===== src/rtl/alu_op_sequencer.sv =====
// Control-side driver for the datapath ALU: issues one registered one-hot strobe per operation
// for a fixed settle window, then captures the 64-bit ALU result into Z_high/Z_low.
//
// state | meaning
// IDLE  | waiting for start; illegal opcodes are rejected with a one-cycle pulse
// EXEC  | selected strobe held high while the settle counter runs down to zero
// DONE  | Z holds the new result; done and busy high for one cycle
module alu_op_sequencer #(
    parameter int ALU_WAIT    = 1,
    parameter int MULDIV_WAIT = 4
) (
    input  logic        clock,
    input  logic        clear,
    input  logic        start,
    input  logic [4:0]  opcode,
    input  logic [63:0] ALU_Out_64,
    output logic        ADD,
    output logic        SUB,
    output logic        AND,
    output logic        OR,
    output logic        SHR,
    output logic        SHRA,
    output logic        SHL,
    output logic        ROR,
    output logic        ROL,
    output logic        MUL,
    output logic        DIV,
    output logic        NEG,
    output logic        NOT,
    output logic        IncPC,
    output logic [31:0] Z_high,
    output logic [31:0] Z_low,
    output logic        busy,
    output logic        done,
    output logic        illegal
);

    localparam logic [1:0] S_IDLE = 2'd0;
    localparam logic [1:0] S_EXEC = 2'd1;
    localparam logic [1:0] S_DONE = 2'd2;

    localparam int WMAX  = (ALU_WAIT > MULDIV_WAIT) ? ALU_WAIT : MULDIV_WAIT;
    localparam int CNT_W = (WMAX > 1) ? $clog2(WMAX) : 1;

    localparam logic [CNT_W-1:0] LOAD_ALU    = CNT_W'(ALU_WAIT - 1);
    localparam logic [CNT_W-1:0] LOAD_MULDIV = CNT_W'(MULDIV_WAIT - 1);

    logic [1:0]       state;
    logic [CNT_W-1:0] cnt;
    logic [13:0]      strobe_q;
    logic             illegal_q;
    logic             op_legal;
    logic             op_muldiv;

    assign op_legal  = (opcode <= 5'd13);
    assign op_muldiv = (opcode == 5'd9) || (opcode == 5'd10);

    // The one-hot strobe register doubles as the latched opcode for the whole EXEC window.
    always_ff @(posedge clock) begin
        if (!clear) begin
            state     <= S_IDLE;
            cnt       <= '0;
            strobe_q  <= '0;
            illegal_q <= 1'b0;
            Z_high    <= '0;
            Z_low     <= '0;
        end else begin
            illegal_q <= 1'b0;
            case (state)
                S_IDLE: begin
                    if (start) begin
                        if (op_legal) begin
                            strobe_q <= 14'd1 << opcode;
                            cnt      <= op_muldiv ? LOAD_MULDIV : LOAD_ALU;
                            state    <= S_EXEC;
                        end else begin
                            illegal_q <= 1'b1;
                        end
                    end
                end
                S_EXEC: begin
                    if (cnt == '0) begin
                        Z_high   <= ALU_Out_64[63:32];
                        Z_low    <= ALU_Out_64[31:0];
                        strobe_q <= '0;
                        state    <= S_DONE;
                    end else begin
                        cnt <= cnt - CNT_W'(1);
                    end
                end
                S_DONE: begin
                    state <= S_IDLE;
                end
                default: begin
                    strobe_q <= '0;
                    state    <= S_IDLE;
                end
            endcase
        end
    end

    assign ADD   = strobe_q[0];
    assign SUB   = strobe_q[1];
    assign AND   = strobe_q[2];
    assign OR    = strobe_q[3];
    assign SHR   = strobe_q[4];
    assign SHRA  = strobe_q[5];
    assign SHL   = strobe_q[6];
    assign ROR   = strobe_q[7];
    assign ROL   = strobe_q[8];
    assign MUL   = strobe_q[9];
    assign DIV   = strobe_q[10];
    assign NEG   = strobe_q[11];
    assign NOT   = strobe_q[12];
    assign IncPC = strobe_q[13];

    assign busy    = (state == S_EXEC) || (state == S_DONE);
    assign done    = (state == S_DONE);
    assign illegal = illegal_q;

endmodule


===== config.mk =====
export PLATFORM = sky130hd
export DESIGN_NAME = alu_op_sequencer
export DESIGN_NICKNAME = d
export VERILOG_FILES = /design/src/rtl/alu_op_sequencer.sv
export SDC_FILE = /design/constraint.sdc
export NUM_CORES = 1
export LEC_CHECK = 0
export BUFFER_PORTS_ARGS = -buffer_cell sky130_fd_sc_hd__buf_2
export CAP_MARGIN = 15
export CORE_UTILIZATION = 40
export CTS_BUF_LIST = sky130_fd_sc_hd__clkbuf_2
export DETAILED_ROUTE_END_ITERATION = 7
export PLACE_DENSITY = 0.7
export SLEW_MARGIN = 20
export SYNTH_ARGS = -nofsm -noshare
export SYNTH_HDL_FRONTEND = slang
export SYNTH_SLANG_ARGS = --single-unit
export TNS_END_PERCENT = 10

===== constraint.sdc =====
create_clock -name clock -period 2.29 [get_ports clock]
set_clock_uncertainty 0.15 [all_clocks]
set_input_delay 0.229 -clock clock [delete_from_list [all_inputs] [get_ports clock]]
set_output_delay 0.229 -clock clock [all_outputs]
set_load 0.05 [all_outputs]

==> results of run 1 <==
==> cells by family (layout without fill, tap and decap cells) <==
logic type | count (synthesis) | after routing
and+or+nand+nor | 177 | 177
AOI/OAI and AO/OA | 92 | 92
DFF | 83 | 83
buffers and inverters | 30 | 250
adders and majority gates | 4 | 4
xor gates and xnor gates | 1 | 1
==> routing by layer <==
metal,wire [um],up-vias,global-route usage
met5,0,-,0
met4,193,0,0.104
met3,413,18,0.0464
met2,4520,107,0.402
met1,3990,1484,0.243
li1,-,1705,-
==> power breakdown <==
group / total, W / internal (W) / switching, W
Sequential: 0.00186 / 0.00173 / 0.000138
Combinational: 0.00265 / 0.000729 / 0.00192
Clock: 0.000584 / 0.000119 / 0.000465
==> worst max-delay path, delay by kind of cell, from the launching register on <==
kind	cells	cell delay, ns
buffers and inverters	2	0.37
AOI/OAI and AO/OA	2	0.42
and+or+nand+nor	2	0.31
adders and majority gates	1	0.33
DFF	1	0.38
==> cell usage after synthesis, types with 3 or more instances <==
library cell	number
nand3_1	14
nor2_1	5
a21boi_0	64
buf_6	3
nand2_1	145
dfxtp_1	83
buf_1	3
a21oi_1	3
o21ai_1	4
ha_1	4
inv_1	4
o21ai_0	14
clkbuf_1	19
==> worst max-delay path by stage <==
stage	from	end	slack (ns)	cells past startpoint
detailed placement	state[0]$_SDFFE_PN0P_	strobe_q[13]$_SDFFE_PN0P_	0.31	7
global placement	state[0]$_SDFFE_PN0P_	strobe_q[12]$_SDFFE_PN0P_	0.41	7
global route	state[1]$_SDFFE_PN0P_	strobe_q[1]$_SDFFE_PN0P_	0.09	7
finish	state[0]$_SDFFE_PN0P_	strobe_q[13]$_SDFFE_PN0P_	0.26	7
CTS	state[0]$_SDFFE_PN0P_	strobe_q[13]$_SDFFE_PN0P_	0.27	7
floorplan	state[0]$_SDFFE_PN0P_	strobe_q[4]$_SDFFE_PN0P_	0.39	8
==> sequential cells by signal, indices dropped and copies added (netlist names) <==
signal,cells
cnt,2
state,2
illegal,1
Z_high,32
Z_low,32
strobe_q,14
==> per-stage QoR <==
step,area [um2],setup slack (ns)
after floorplan,3260,0.391
after global placement,4090,0.411
after detailed placement,4090,0.313
after CTS,4890,0.266
after global routing,4890,0.0878
final,4890,0.256
==> final cells by class <==
type                            instances  area [um2]  share of cell area
Clock buffer                            9        45.0             0.00921
Clock inverter                          5        22.5             0.00460
Inverter                                4        15.0             0.00307
Multi-Input combinational cell        274        1460               0.299
Sequential cell                        83        1660               0.340
Tap cell                              102         128              0.0261
Timing Repair Buffer                  232        1560               0.318
==> flow_metrics.py, run 1 <==
metrics = {
    "clocking": {
        "cts_tree": "yes",
        "clk_latency_ns": 0.49,
        "post_cts_buffers": 0,
        "ctsHoldBuffers": 73,
        "cts_max_level": 3,
        "cts_buffers": 9,
        "clk_pin_slew_ns": 0.22,
        "clock_sinks": 83,
        "cts_resized": 0,
        "cts_max_path_buffers": 2,
        "cts-root-buf": "clkbuf_2",
    },
    "timing": {
        "tightest_slew_ns": 0.542,
        "finalHoldViolCount": 0,
        "setup_viol_count_final": 0,
        "drv_slew": 0,
        "max_freq_mhz": 492,
        "rsz0062_at_grt": "false",
        "layout_min_cycle_time_ns": 2.03,
        "fin_crit_sh": 0.888,
        "holdWs_ns": 0.316,
        "final.setup.tns_ns": 0,
        "max-slew-margin-rel": 0.636,
    },
    "run": {
        "drv_cap": 0,
    },
    "logic_synthesis": {
        "synth-seq-cells": 83,
        "synth_seq_area_share": 0.510,
        "synth_compound_area_frac": 0.207,
        "synth-xor-area-share": 0.00269,
        "synthMuxAreaShare": 0,
        "synth_cell_type_count": 30,
        "ys.flop_type": "dfxtp_1",
        "yosys_warnings": 0,
        "synth_top_family_by_area": "simple AND/OR/NAND/NOR gates",
        "synth_nets": 463,
        "synth_top_area_cell": "dfxtp_1",
        "synth_async_sr_flop_share": 0,
        "synth_fa_ha_area_frac": 0.0154,
        "synth_simple_gate_area_frac": 0.224,
        "synth_edf_count": 0,
        "synth_cells": 387,
        "synth_top_area_frac": 0.510,
        "synth_area_leaders": "dfxtp_1 (51%), nand2_1 (17%), a21boi_0 (15%)",
        "synth_area_per_cell_um2": 8.42,
        "syn_area_mm2": 0.00326,
    },
    "setup_path": {
        "crit_arrival_ns": 2.31,
        "worstPathCellList": "inv_1, ha_1, and4_4, a2111oi_4, buf_4, nand3_1, o21ai_0",
        "worstPathRequired_ns": 2.56,
        "max_stage_delay_ns": 0.38,
        "cp_slowest_cell": "dfxtp_1",
        "cp-start-kind": "register",
        "cp_max_fo": 28,
        "reg2reg_to": "strobe_q[13]$_SDFFE_PN0P_",
        "end_kind": "register",
        "rr_startpoint": "state[0]$_SDFFE_PN0P_",
        "reg2reg_depth": 7,
        "reg2reg_slack_ns": 0.26,
        "path_class": "register to register",
    },
    "drt": {
        "vias": 3314,
        "wire_per_inst_um": 12.9,
        "detail-route-antenna-nets": 0,
        "drc": 0,
        "drt_pass1_iterations": 4,
        "wl_um": 9110,
        "vias_per_cell": 4.67,
        "drt_iter0_drc": 97,
    },
    "finish": {
        "finalNetCount": 680,
        "final_common_cell": "buf_2",
        "final_cells": 709,
        "final_util": 0.627,
        "syn2layout_area_growth_pct": 50.2,
        "antenna_cells": 0,
        "layout_common_cells": "buf_2 (152), nand2_1 (144), dfxtp_1 (83)",
        "layout-drive-gt1-share": 0.293,
        "fill_cells": 698,
    },
    "grt": {
        "grt_max_degree": 39,
        "grt_pass1_wl_um": 14800,
        "antenna_found_initial": 0,
        "grt_pass1_vias": 3268,
        "overflow": 0,
        "grt_usage": 0.221,
    },
    "floorplanning": {
        "core_area_mm2": 0.00781,
        "die_h_um": 92.3,
        "start_util": 0.417,
        "die_x_um": 92.3,
        "rows": 32,
        "dieArea_mm2": 0.00851,
        "ios": 153,
    },
    "hold_path": {
        "min_to": "strobe_q[11]$_SDFFE_PN0P_",
        "worstHoldStart": "strobe_q[11]$_SDFFE_PN0P_",
        "hold_depth": 2,
        "hp-class": "register to register",
    },
    "place": {
        "dp_cells": 622,
        "place_congestion": 0.712,
        "io_buffers": 152,
        "dp_hpwl_um": 5410,
    },
    "pwr": {
        "power_w": 0.00510,
        "p_leak_nw": 2.19,
        "ir_drop_uv": 625,
        "p_per_area_mw_per_mm2": 1040,
    },
    "run_status": {
        "status": "complete, no violations",
    },
}
Note: power is estimated with default switching activity, not from simulation.
==> run 2: changes to the inputs <==
CORE_UTILIZATION = 48   (was 40)
HOLD_SLACK_MARGIN = 0.1   (was default)
PLACE_DENSITY = 0.82   (was 0.7)
==> run 2 against run 1 <==
Compared with the run above:
- the flow now finishes with violations (design-rule violations)
- non-clock buffer count grew 12
- die area shrank 16%
- via count grew 6.1%
- setup slack lost 0.19 ns
- hold slack gained 0.010 ns
- global-route usage grew 6.0 points
- utilization grew 16 points
- critical path depth is the same
- clock power grew 27%
- sequential power is essentially flat
- register-to-register slack lost 0.19 ns
- sequential share of layout area shrank 1.3 points
- critical path type unchanged
==> flow_metrics.py, run 2 (same netlist as run 1, synthesis figures left out) <==
metrics = {
    "floorplanning": {
        "dieArea_mm2": 0.00712,
        "rows": 29,
        "start_util": 0.504,
        "die_x_um": 84.4,
        "ios": 153,
        "die_h_um": 84.4,
        "core_area_mm2": 0.00646,
    },
    "clocking": {
        "clock_sinks": 83,
        "cts_buffers": 9,
        "post_cts_buffers": 0,
        "cts_max_level": 3,
        "cts_tree": "yes",
        "cts-root-buf": "clkbuf_2",
        "clk_pin_slew_ns": 0.24,
        "clk_latency_ns": 0.50,
        "cts_max_path_buffers": 2,
    },
    "timing": {
        "max_freq_mhz": 449,
        "fin_crit_sh": 0.972,
        "setup_viol_count_final": 0,
        "holdWs_ns": 0.327,
        "layout_min_cycle_time_ns": 2.23,
        "drv_slew": 0,
        "final.setup.tns_ns": 0,
        "finalHoldViolCount": 0,
        "tightest_slew_ns": 0.527,
        "max-slew-margin-rel": 0.648,
        "timing.final.ws_setup_ns": 0.0637,
    },
    "pwr": {
        "power.switching_w": 0.00265,
        "ir_drop_uv": 973,
        "p_leak_nw": 2.32,
        "internal_power_w": 0.00286,
        "switching_share": 0.480,
        "pwr-share-seq": 0.339,
        "power_w": 0.00551,
        "combPwrFrac": 0.526,
        "pwr-share-clk": 0.135,
        "p_per_area_mw_per_mm2": 1080,
    },
    "place": {
        "io_buffers": 152,
        "dp_cells": 595,
        "pre_cts_slack_ns": 0.465,
        "dp_hpwl_um": 5240,
        "place_congestion": 0.862,
    },
    "setup_path": {
        "worstPathRequired_ns": 2.60,
        "worstPathCellList": "inv_1, ha_2, and2_2, buf_12, nand2_1, a21boi_0, dlygate4sd3_1",
        "cp_slowest_cell": "dlygate4sd3_1",
        "path_class": "register to register",
        "rr_startpoint": "state[1]$_SDFFE_PN0P_",
        "crit_arrival_ns": 2.53,
        "end_kind": "register",
        "max_stage_delay_ns": 0.59,
        "cp-start-kind": "register",
        "timing.critical_path.from": "state[1]$_SDFFE_PN0P_",
        "critPathBufInv": 3,
        "cp_max_fo": 32,
        "crit_family": "buffers and inverters",
    },
    "drt": {
        "wl_met2_um": 5300,
        "drt_pass1_iterations": 7,
        "detail-route-antenna-nets": 0,
        "drt_iter0_drc": 151,
        "route.met3.wl_um": 662,
        "vias_per_cell": 5.04,
        "vias": 3515,
        "wl_um": 10200,
        "wire_per_inst_um": 14.6,
        "wirelength_met1_um": 4070,
        "top_layer": "met4",
        "drc": 12,
    },
    "finish": {
        "largestRegisters": "Z_high x32, Z_low x32, strobe_q x14",
        "final_cells": 698,
        "syn2layout_area_growth_pct": 56.1,
        "antenna_cells": 0,
        "layout-drive-gt1-share": 0.295,
        "finalNetCount": 692,
        "layout_common_cells": "buf_2 (152), nand2_1 (144), dlygate4sd3_1 (85)",
        "final_common_cell": "buf_2",
    },
    "run": {
        "drv_cap": 0,
    },
    "grt": {
        "overflow": 0,
        "antenna_found_initial": 0,
        "grt_pass1_wl_um": 15800,
        "grt_usage": 0.281,
        "grt_max_degree": 65,
        "grt_pass1_vias": 3410,
    },
    "hold_path": {
        "worstHoldStart": "strobe_q[2]$_SDFFE_PN0P_",
        "hp-class": "register to register",
    },
    "run_status": {
        "violations": "design-rule violations",
        "status": "complete, but fails checks",
    },
}
## run 2: cell types whose count changed in the layout (fill, tap and decap cells not counted), moves of 2 or more
cell and change:
dlygate4sd3_1 +12, buf_4 -3, clkbuf_16 +2, ha_1 -2, ha_2 +2
## run 2: final cells by class
cell class / count / area [um2]
timing repair buffer: 244 / 1730
clock inverter: 6 / 56.3
inverter: 4 / 15.0
sequential: 83 / 1660
tap: 77 / 96.3
multi-input combinational: 274 / 1470
fill: 418 / 1370
clock buffer: 10 / 50.0
## run 2: power groups by stage
stage / Clock (W) / Sequential (W) / Combinational [W]
global route: 0.000813 / 0.00190 / 0.00309
finish: 0.000743 / 0.00187 / 0.00290
floorplan: 0 / 0.00276 / 0.00113
detailed placement: 0 / 0.00189 / 0.00255
global placement: 0 / 0.00187 / 0.00249
CTS: 0.000758 / 0.00186 / 0.00270
## run 2: final timing paths
path	to	slack, ns	cells past startpoint
worst max register to register	Z_low[30]$_SDFFE_PN0P_	0.06	7
worst max-delay path	Z_low[30]$_SDFFE_PN0P_	0.06	7
worst min-delay path	strobe_q[2]$_SDFFE_PN0P_	0.33	2
worst min register to register	strobe_q[2]$_SDFFE_PN0P_	0.33	2
## run 2: stage by stage
step                      area (um2)  utilization
after floorplan                 3260            -
after global placement          4060        0.629
after detailed placement        4060        0.629
after CTS                       5020        0.777
after global routing            5080        0.787
final                           5080        0.787
## run 2: repair_timing
action,4_1_cts,5_1_grt
gates resized for setup,0,4
hold buffers,85,0
endpoints found under the setup margin,0,10
hold endpoints to repair,83,0
## run 2: worst reg2reg max path, delay by kind of cell, from the launching register on
kind	cells	cell delay, ns
simple gates	2	0.34
compound gates	1	0.21
fa+ha+maj	1	0.25
buf+inv	3	0.87
flops	1	0.37
## run 2: metal layers
layer  track usage  up-vias
met1         0.315     1624
met5             0        -
li1              -     1731
met4         0.120        0
met3        0.0492       17
met2         0.523      143
==> run 3: changes to the inputs <==
PLACE_DENSITY = default   (was 0.82)
PLACE_DENSITY_LB_ADDON = 0.25   (was default)
==> run 3 against run 2 <==
Compared with the run above:
- the run still ends with design-rule violations left
- highest routed layer unchanged
- critical path type unchanged
- global-route usage decreased by 1.1 points
- sequential share of layout area grew 0.88 points
- largest power group unchanged
- first-iteration DRC count is 28% lower
- wire length fell by 8.1%
==> flow_metrics.py, run 3 (same netlist as run 1, synthesis figures left out) <==
metrics = {
    "run_status": {
        "status": "complete, but fails checks",
        "violations": "design-rule violations",
    },
    "floorplanning": {
        "rows": 29,
        "die_x_um": 84.4,
        "ios": 153,
        "core_area_mm2": 0.00646,
        "die_h_um": 84.4,
        "dieArea_mm2": 0.00712,
        "start_util": 0.504,
    },
    "pwr": {
        "combPwrFrac": 0.524,
        "power.switching_w": 0.00255,
        "ir_drop_uv": 777,
        "pwr-share-clk": 0.117,
        "p_per_area_mw_per_mm2": 1050,
        "internal_power_w": 0.00265,
        "pwr-share-seq": 0.359,
        "p_leak_nw": 2.25,
        "switching_share": 0.491,
    },
    "grt": {
        "grt_busiest_layer": "met2",
        "overflow": 0,
        "grt_pass1_vias": 3373,
        "antenna_found_initial": 0,
        "grt_max_degree": 57,
        "grt.met1_usage": 0.316,
        "grt_pass1_wl_um": 15400,
        "grt_usage": 0.270,
        "grt.met2_usage": 0.477,
        "met3_usage": 0.0511,
    },
    "timing": {
        "timing.final.ws_setup_ns": 0.186,
        "max-slew-margin-rel": 0.616,
        "layout_min_cycle_time_ns": 2.10,
        "setup_viol_count_final": 0,
        "final.setup.tns_ns": 0,
        "max_freq_mhz": 475,
        "drv_slew": 0,
        "rsz0062_at_grt": "false",
        "fin_crit_sh": 0.919,
        "finalHoldViolCount": 0,
        "tightest_slew_ns": 0.574,
    },
    "clocking": {
        "cts_resized": 0,
        "cts-root-buf": "clkbuf_2",
        "clk_pin_slew_ns": 0.22,
        "cts_buffers": 9,
        "cts_tree": "yes",
        "clock_sinks": 83,
        "cts_max_level": 3,
        "clk_latency_ns": 0.51,
        "cts_max_path_buffers": 2,
    },
    "drt": {
        "drt_iter0_drc": 109,
        "wire_per_inst_um": 13.6,
        "drc": 13,
        "drt_pass1_iterations": 7,
        "detail-route-antenna-nets": 0,
        "vias_per_cell": 4.93,
        "wl_um": 9380,
        "vias": 3409,
    },
    "setup_path": {
        "cp_max_fo": 15,
        "end_kind": "register",
        "crit_arrival_ns": 2.42,
        "worstPathRequired_ns": 2.60,
        "critPathBufInv": 2,
        "crit_cells": 6,
        "path_class": "register to register",
        "cp-start-kind": "register",
        "crit_family": "buffers and inverters",
        "max_stage_delay_ns": 0.58,
        "cp_slowest_cell": "dlygate4sd3_1",
        "worstPathCellList": "inv_1, ha_1, nand2_2, nand2_1, a21boi_0, dlygate4sd3_1",
        "reg2reg_depth": 6,
    },
    "finish": {
        "layout_common_cells": "buf_2 (152), nand2_1 (144), dfxtp_1 (83)",
        "finalNetCount": 687,
        "multiInputGateArea_mm2": 0.00146,
        "fill_cells": 467,
        "antenna_cells": 0,
        "largestRegisters": "Z_high x32, Z_low x32, strobe_q x14",
        "design_area_mm2": 0.00495,
        "regArea_mm2": 0.00166,
        "layout-drive-gt1-share": 0.291,
        "final_util": 0.767,
        "final_common_cell": "buf_2",
        "syn2layout_area_growth_pct": 52.0,
    },
    "place": {
        "dp_hpwl_um": 5200,
        "place_congestion": 0.789,
        "placed_area_mm2": 0.00407,
        "io_buffers": 152,
        "pre_cts_slack_ns": 0.476,
    },
    "run": {
        "drv_cap": 0,
    },
    "hold_path": {
        "hold_depth": 2,
        "hp-class": "register to register",
    },
}
run 3: cell types whose count changed in the layout (fill, tap and decap cells not counted), sizes merged:
cell / change
dlygate4sd3: -4
buf: +1
bufinv: -1
clkbuf: -1
clkinvlp: -1
run 3: metal layers:
metal	share of wire	vias to the layer above
met5	0	-
li1	-	1713
met1	0.41	1539
met2	0.50	130
met3	0.063	27
met4	0.028	0
run 3: final cells by class:
class	count	area share
inverters	4	0.00303
flip-flops and latches	83	0.336
clock inverters	4	0.00379
multi-input cells	274	0.296
well taps	77	0.0195
clock buffers	11	0.0111
repair buffers	239	0.331
run 3: worst min-delay path, cell delays in order (launching register included):
cell and delay, ns:
dfxtp_1 0.36, nand2_1 0.05, o21ai_1 0.05
run 3: through the flow:
| step | cells | hold slack [ns] | total power [W] |
|---|---|---|---|
| after floorplan | 387 | 0.224 | 0.00389 |
| after global placement | 596 | 0.287 | 0.00438 |
| after detailed placement | 596 | 0.291 | 0.00444 |
| after CTS | 692 | 0.300 | 0.00517 |
| after global routing | 692 | 0.328 | 0.00551 |
| final | 692 | 0.311 | 0.00520 |
run 3: worst paths after layout:
| path | startpoint | endpoint | slack [ns] |
|---|---|---|---|
| setup reg to reg | state[1]$_SDFFE_PN0P_ | Z_low[14]$_SDFFE_PN0P_ | 0.19 |
| hold / removal | strobe_q[1]$_SDFFE_PN0P_ | strobe_q[1]$_SDFFE_PN0P_ | 0.31 |
| hold reg to reg | strobe_q[1]$_SDFFE_PN0P_ | strobe_q[1]$_SDFFE_PN0P_ | 0.31 |
| setup / recovery | state[1]$_SDFFE_PN0P_ | Z_low[14]$_SDFFE_PN0P_ | 0.19 |
run 3: power groups by stage:
| stage | clock network, W | registers, W | logic, W |
|---|---|---|---|
| after global placement | 0 | 0.00187 | 0.00251 |
| after floorplan | 0 | 0.00276 | 0.00113 |
| after global routing | 0.000687 | 0.00190 | 0.00293 |
| final | 0.000609 | 0.00187 | 0.00272 |
| after CTS | 0.000630 | 0.00186 | 0.00268 |
| after detailed placement | 0 | 0.00189 | 0.00254 |
run 3: what timing repair did:
action                                 in CTS  in global routing
endpoints found under the hold margin      83                  0
hold buffers                               81                  0
setup buffers                               0                  0
